$ cat config.mk
export PLATFORM = sky130hd
export DESIGN_NAME = led_pattern_sequencer
export DESIGN_NICKNAME = d
export VERILOG_FILES = /design/src/rtl/led_pattern_sequencer.sv
export SDC_FILE = /design/constraint.sdc
export NUM_CORES = 1
export LEC_CHECK = 0
export BUFFER_PORTS_ARGS = -buffer_cell sky130_fd_sc_hd__clkbuf_2
export CAP_MARGIN = 30
export CORE_MARGIN = 8
export CORE_UTILIZATION = 53
export DETAILED_ROUTE_END_ITERATION = 8
export GPL_TIMING_DRIVEN = 0
export PLACE_DENSITY = 0.71
export SYNTH_ARGS = -nofsm -noshare
export SYNTH_HDL_FRONTEND = slang
export SYNTH_SLANG_ARGS = --single-unit
$ cat constraint.sdc
create_clock -name CLK -period 3.6 [get_ports CLK]
set_clock_uncertainty 0.2 [all_clocks]
set_input_delay 0.36 -clock CLK [delete_from_list [all_inputs] [get_ports CLK]]
set_output_delay 0.36 -clock CLK [all_outputs]
set_load 0.02 [all_outputs]
$ cat src/rtl/led_pattern_sequencer.sv
// LED bank animator: prescaled step tick, 4-mode pattern FSM (COUNT/SWEEP/BLINK/OFF), pause and mode button.
// Optional macro LED_PWM_EN adds a 3-bit brightness input that PWM-gates the LED outputs.
module led_pattern_sequencer #(
  parameter int SLOW  = 21,
  parameter int NLEDS = 5
) (
  input  logic             CLK,
  input  logic             RESET,
  input  logic             next_mode,
  input  logic             pause,
`ifdef LED_PWM_EN
  input  logic [2:0]       brightness,
`endif
  output logic             tick,
  output logic [1:0]       mode,
  output logic [NLEDS-1:0] LEDS
);

  localparam int PW = (NLEDS > 2) ? $clog2(NLEDS) : 1;

  typedef enum logic [1:0] {
    COUNT = 2'd0,
    SWEEP = 2'd1,
    BLINK = 2'd2,
    OFF   = 2'd3
  } mode_t;

  mode_t            state, stateNext;
  logic [SLOW-1:0]  div;
  logic [NLEDS-1:0] count, countNext;
  logic [PW-1:0]    pos, posNext;
  logic             dirDown, dirDownNext;
  logic             blink, blinkNext;
  logic             prevNext;
  logic             step, modeEdge;
  logic [NLEDS-1:0] pattern, ledsNext;

  assign step     = (div == {SLOW{1'b1}}) && !pause;
  assign modeEdge = next_mode && !prevNext;
  assign tick     = step;
  assign mode     = state;

  // A mode change restarts the new pattern from its origin and swallows a coincident step.
  always_comb begin
    stateNext   = state;
    countNext   = count;
    posNext     = pos;
    dirDownNext = dirDown;
    blinkNext   = blink;
    if (modeEdge) begin
      stateNext   = mode_t'(state + 2'd1);
      countNext   = '0;
      posNext     = '0;
      dirDownNext = 1'b0;
      blinkNext   = 1'b0;
    end else if (step) begin
      case (state)
        COUNT: countNext = count + NLEDS'(1);
        SWEEP: begin
          if (!dirDown) begin
            posNext = pos + PW'(1);
            if (posNext == PW'(NLEDS - 1)) dirDownNext = 1'b1;
          end else begin
            posNext = pos - PW'(1);
            if (posNext == '0) dirDownNext = 1'b0;
          end
        end
        BLINK:   blinkNext = !blink;
        default: ;
      endcase
    end

    case (stateNext)
      COUNT:   pattern = countNext;
      SWEEP:   pattern = NLEDS'(1) << posNext;
      BLINK:   pattern = {NLEDS{blinkNext}};
      default: pattern = '0;
    endcase
  end

`ifdef LED_PWM_EN
  logic [2:0] pwm;

  always_ff @(posedge CLK) begin
    if (RESET) pwm <= '0;
    else       pwm <= pwm + 3'd1;
  end

  // Full brightness bypasses the duty comparison so the LEDs never flicker off.
  always_comb begin
    if (brightness == 3'd7 || pwm < brightness) ledsNext = pattern;
    else                                        ledsNext = '0;
  end
`else
  assign ledsNext = pattern;
`endif

  always_ff @(posedge CLK) begin
    if (RESET) begin
      div      <= '0;
      state    <= COUNT;
      count    <= '0;
      pos      <= '0;
      dirDown  <= 1'b0;
      blink    <= 1'b0;
      prevNext <= 1'b1;
      LEDS     <= '0;
    end else begin
      prevNext <= next_mode;
      if (modeEdge)    div <= '0;
      else if (!pause) div <= div + SLOW'(1);
      state   <= stateNext;
      count   <= countNext;
      pos     <= posNext;
      dirDown <= dirDownNext;
      blink   <= blinkNext;
      LEDS    <= ledsNext;
    end
  end

endmodule

# Word-level counts from Yosys, hierarchy flattened
# Index checks and enable logic that the tools add are counted.
# W data, S select, Z words.
# totals
out_inout_bits,8
regBits,39
wordCells,45
input_bits,4
# classes
n_mux,15
n_addsub,5
reduce_logical,10
n_eq_ne,6
n_shift,1
# ops
cell,count
$add A21 B1 Y21 const B,1
$eq A21 B21 Y1 const B,1
$mux W5,3
$pmux W5 S3,1
$mux W3,4
$mux W1,6
$add A5 B1 Y5 const B,1
$shl A1 B3 Y5 const A,1
$eq A2 B1 Y1 const B,2
$eq A2 B2 Y1 const B,2
$logic_not A2 Y1,2
$add A3 B1 Y3 const B,1
$eq A3 B3 Y1 const B,1
$logic_not A1 Y1,3
$logic_not A3 Y1,1
$sub A3 B1 Y3 const B,1
$add A2 B1 Y2 const B,1
$logic_and A1 B1 Y1,2
$mux W2,1
$reduce_and A2 Y1,1
$reduce_or A2 Y1,1

# Logic depth before layout (Yosys ltp)
# depth
ltp_word,7
depth_mapped,9
ltp_nobuf,8

# Worst setup path before layout
# OpenSTA, ideal clock, no wires.
# synth_path
path_kind,reg2reg
start,reg div[0]
end,reg LEDS[0]
required_time_ns,3.283
arrival_time_ns,2.204
path_buffers,2
slack_ns,1.078
synth_period_minus_slack_ns,2.522
path_stages_with_launch,10
setup_time_ns,0.117
cell_sequence,dfxtp_1 -> ha_1 -> and4b_1 -> buf_6 -> nand3_4 -> or3_1 -> buf_6 -> mux2i_4 -> a221o_1 -> a32o_1
# synth_via
elab_chain_cells,6
word_cells_on_any_way,10
cone_classes,eq/ne (1); shift (1); mux (7); reduce/logical (1)
# synth_rtl
item,line_no,source
"start, declared",29,logic [SLOW-1:0] div;
"start signal, assigned",111,else if (!pause) div <= div + SLOW'(1);
$eq A21 B21 Y1 *,38,assign step = (div == {SLOW{1'b1}}) && !pause;
$logic_and A1 B1 Y1 *,38,
$mux W3,56,end else if (step) begin
$mux W3,50,if (modeEdge) begin
$shl A1 B3 Y5,75,SWEEP: pattern = NLEDS'(1) << posNext;
$pmux W5 S3 *,73,case (stateNext)
"end signal, assigned",117,LEDS <= ledsNext;
"end, declared",16,output logic [NLEDS-1:0] LEDS
# Mark *: on every way between the ends. The rest lies on a longest branch, timed or not.
# A chain may end at the register's enable or synchronous reset.

# Worst setup path after layout
# Same ends and word-level chain as after synthesis.

==> impl_metrics.csv <==
group,metric,value,unit
synth,yosysWarnings,0,
drt,drtIter0Drc,101,
layout,stdcell_count,289,
layout,final_common_cell,"dfxtp_1",
floorplanning,fp-row-count,22,
timing,period_share,75.0,%
clocking,post_cts_buffers,0,
critical_path,rrSetupSlack,0.90,ns
worst_hold_path,hold_depth,2,
clocking,path_clk_slew,0.08,ns
floorplanning,core_area,0.00361,mm²
synth,synth.net_count,235,
run_status,status,"completed",
global_routing,overflow,0,
critical_path,end_kind,"flop",
critical_path,r2r.worst_path.cells,9,
synth,netlist_area,0.00197,mm²
place,port_buffers,11,
place,gp_congestion,0.842,
flow_run,cap_violations,0,
layout,num-fill-cells,337,
worst_hold_path,min_path_type,"input pin to flop",
critical_path,path_class,"flop to flop",
timing,max_freq,0.370,GHz
drt,ant_nets,0,
floorplanning,initial_core_util,54.5,%
clocking,clkSinkCount,39,
clocking,cts_tree,"built",
critical_path,worstPathArrival,2.69,ns
synth,synth_edf_count,0,
drt,wl_per_cell,12.6,µm
timing,fin_crit,2.70,ns
place,hpwl,2660,µm
timing,finalSetupViolCount,0,
power,total_power,0.799,mW
drt,post_drt_via_cell_ratio,5.26,
synth,synth_cells,222,
timing,slew_headroom,51.6,%
critical_path,critPathRequiredTime,3.59,ns
power,vdd_ir_drop_max,247,µV
global_routing,grt_usage,12.9,%
layout,layout_common_cells,"39 x dfxtp_1, 37 x nor2_1, 19 x nand2_1",
synth,synth-simple-area-share,27.2,%
clocking,cts_max_path_buffers,2,
timing,fin_ws,0.899,ns
timing,worst_pin_slew,0.722,ns
floorplanning,die_area,0.00592,mm²
synth,avgSynthCellArea,8.86,µm²
layout,drive_gt1_share,12.4,%
critical_path,critPathMaxFanout,7,
drt,totalWireLength,3640,µm
timing,slew_viol_final,0,
synth,synth_top_family_by_area,"simple AND/OR/NAND/NOR gates",
clocking,h-tree-depth,2,
global_routing,grt_antenna_before_repair,0,
drt,drc,0,
critical_path,r2r_end,"LEDS[0]",
synth,synthMuxAreaShare,3.18,%
synth,synth_compound_area_share,8.27,%
synth,async_flop_share,0,%
synth,synth_fa_ha_area_share,5.73,%
drt,dr.pass1.iters,4,
synth,synth-seq-cells,39,
critical_path,timing.rr.start,"div[0]",
floorplanning,die_x,76.9,µm
clocking,clk_latency,0.29,ns
layout,n_antenna_cell,0,
worst_hold_path,hold_end,"prevNext",
layout,syn_to_final_growth,10.9,%
floorplanning,dieHeight,76.9,µm
power,p_leak,0.808,nW
global_routing,grt_pass1_vias,1485,
worst_hold_path,hp-start,"next_mode",
synth,synthXorXnorAreaFrac,12.5,%
drt,route.vias.total,1520,
critical_path,crit_path_start_kind,"flop",
timing,finalHoldViolCount,0,
clocking,cts_root_buf,"clkbuf_8",
synth,yosysUniqueCellTypes,44,
floorplanning,ios,12,
synth,synth_ff_type,"dfxtp_1",
place,dpl_worst_slack,0.915,ns
global_routing,grt_pass1_wl,6410,µm
power,p_per_area,366,mW/mm²
place,dp_cells,281,
synth,ys_seq_area_share,39.7,%
clocking,cts.repair.resized,0,
clocking,cts_inserted_buffers,5,
timing,finalSetupTns,0,ns
clocking,holdBufCountCts,0,
layout,nets,253,
timing,rsz0062_at_grt,"no",
global_routing,grt_max_degree,12,
-- layout make-up --
class	instances	area (µm²)	share of cell area [%]
inverter	8	30.0	1.38
clock buffer	8	100	4.59
tap	48	60.1	2.75
buffer	6	37.5	1.72
multi-input combinational	169	1120	51.3
sequential	39	781	35.8
timing repair buffer	11	55.1	2.52
-- where the power goes --
| part | internal (mW) | switching (mW) | total, mW |
|---|---|---|---|
| clock | 0.175 | 0.149 | 0.324 |
| combinational | 0.0121 | 0.0239 | 0.0360 |
| sequential | 0.435 | 0.00302 | 0.438 |
| total | 0.622 | 0.176 | 0.799 |
-- worst max path at each step --
stage	startpoint	end	slack [ns]	cells after the start
floorplan	div[0]	LEDS[0]	1.08	9
global placement	pause	LEDS[0]	0.90	9
detailed placement	pause	LEDS[0]	0.91	9
CTS	div[0]	LEDS[0]	0.90	9
global route	div[0]	LEDS[0]	0.72	9
finish	div[0]	LEDS[0]	0.90	9
-- worst max-delay path, cell delays in order (launching register included) --
cell	delay (ns)
dfxtp_1	0.38
ha_1	0.17
and4b_1	0.21
buf_6	0.13
nand3_4	0.11
or3_1	0.42
buf_6	0.16
mux2i_4	0.20
a221o_1	0.36
a32o_1	0.25
-- cell usage after synthesis, types with 2 or more instances --
master,number,area share [%]
a21oi_1,4,1.0
a32o_1,2,1.0
and2_1,4,1.3
and4_1,2,0.89
buf_6,2,1.1
clkbuf_1,3,0.57
dfxtp_1,39,40
ha_1,9,5.7
inv_1,8,1.5
mux2i_1,4,2.0
nand2_1,19,3.6
nand2b_1,2,0.64
nand3_1,11,2.8
nand4_1,6,1.9
nor2_1,37,7.1
nor2b_1,2,0.64
nor3_1,6,1.5
nor4_1,2,0.64
nor4_2,2,1.3
o21ai_0,7,1.8
or3_1,2,0.64
xnor2_1,13,5.8
xor2_1,15,6.7
-- routing by layer --
layer	routed length [µm]	global-route usage (%)	up-vias
met3	117	3.85	6
met2	1580	19.5	22
met1	1910	16.5	697
met5	0	0	-
met4	38	5.00	0
li1	-	-	795
-- registers in the layout (all words and copies together), names as in the netlist --
| register | flops |
|---|---|
| LEDS | 5 |
| count | 5 |
| mode | 2 |
| prevNext | 1 |
| div | 21 |
| pos | 3 |
| blink | 1 |
| dirDown | 1 |
-- kinds of logic (layout without fill, tap and decap cells) --
logic type	Yosys count	count (layout)
AND/OR/NAND/NOR	104	104
flip-flops	39	39
XOR/XNOR	28	28
AO/OA/AOI/OAI	23	23
buffers and inverters	14	33
adder cells (fa/ha/maj)	9	9
multiplexers	5	5
-- metrics by stage --
stage / util, % / hold WS (ns) / area [µm²]
after floorplan: - / 0.229 / 1970
after global placement: 57.7 / 0.287 / 2080
after detailed placement: 57.7 / 0.303 / 2080
after CTS: 60.5 / 0.0769 / 2180
after global routing: 60.5 / 0.0934 / 2180
final: 60.5 / 0.0840 / 2180
No activity file was read; power rests on OpenSTA's default activity.
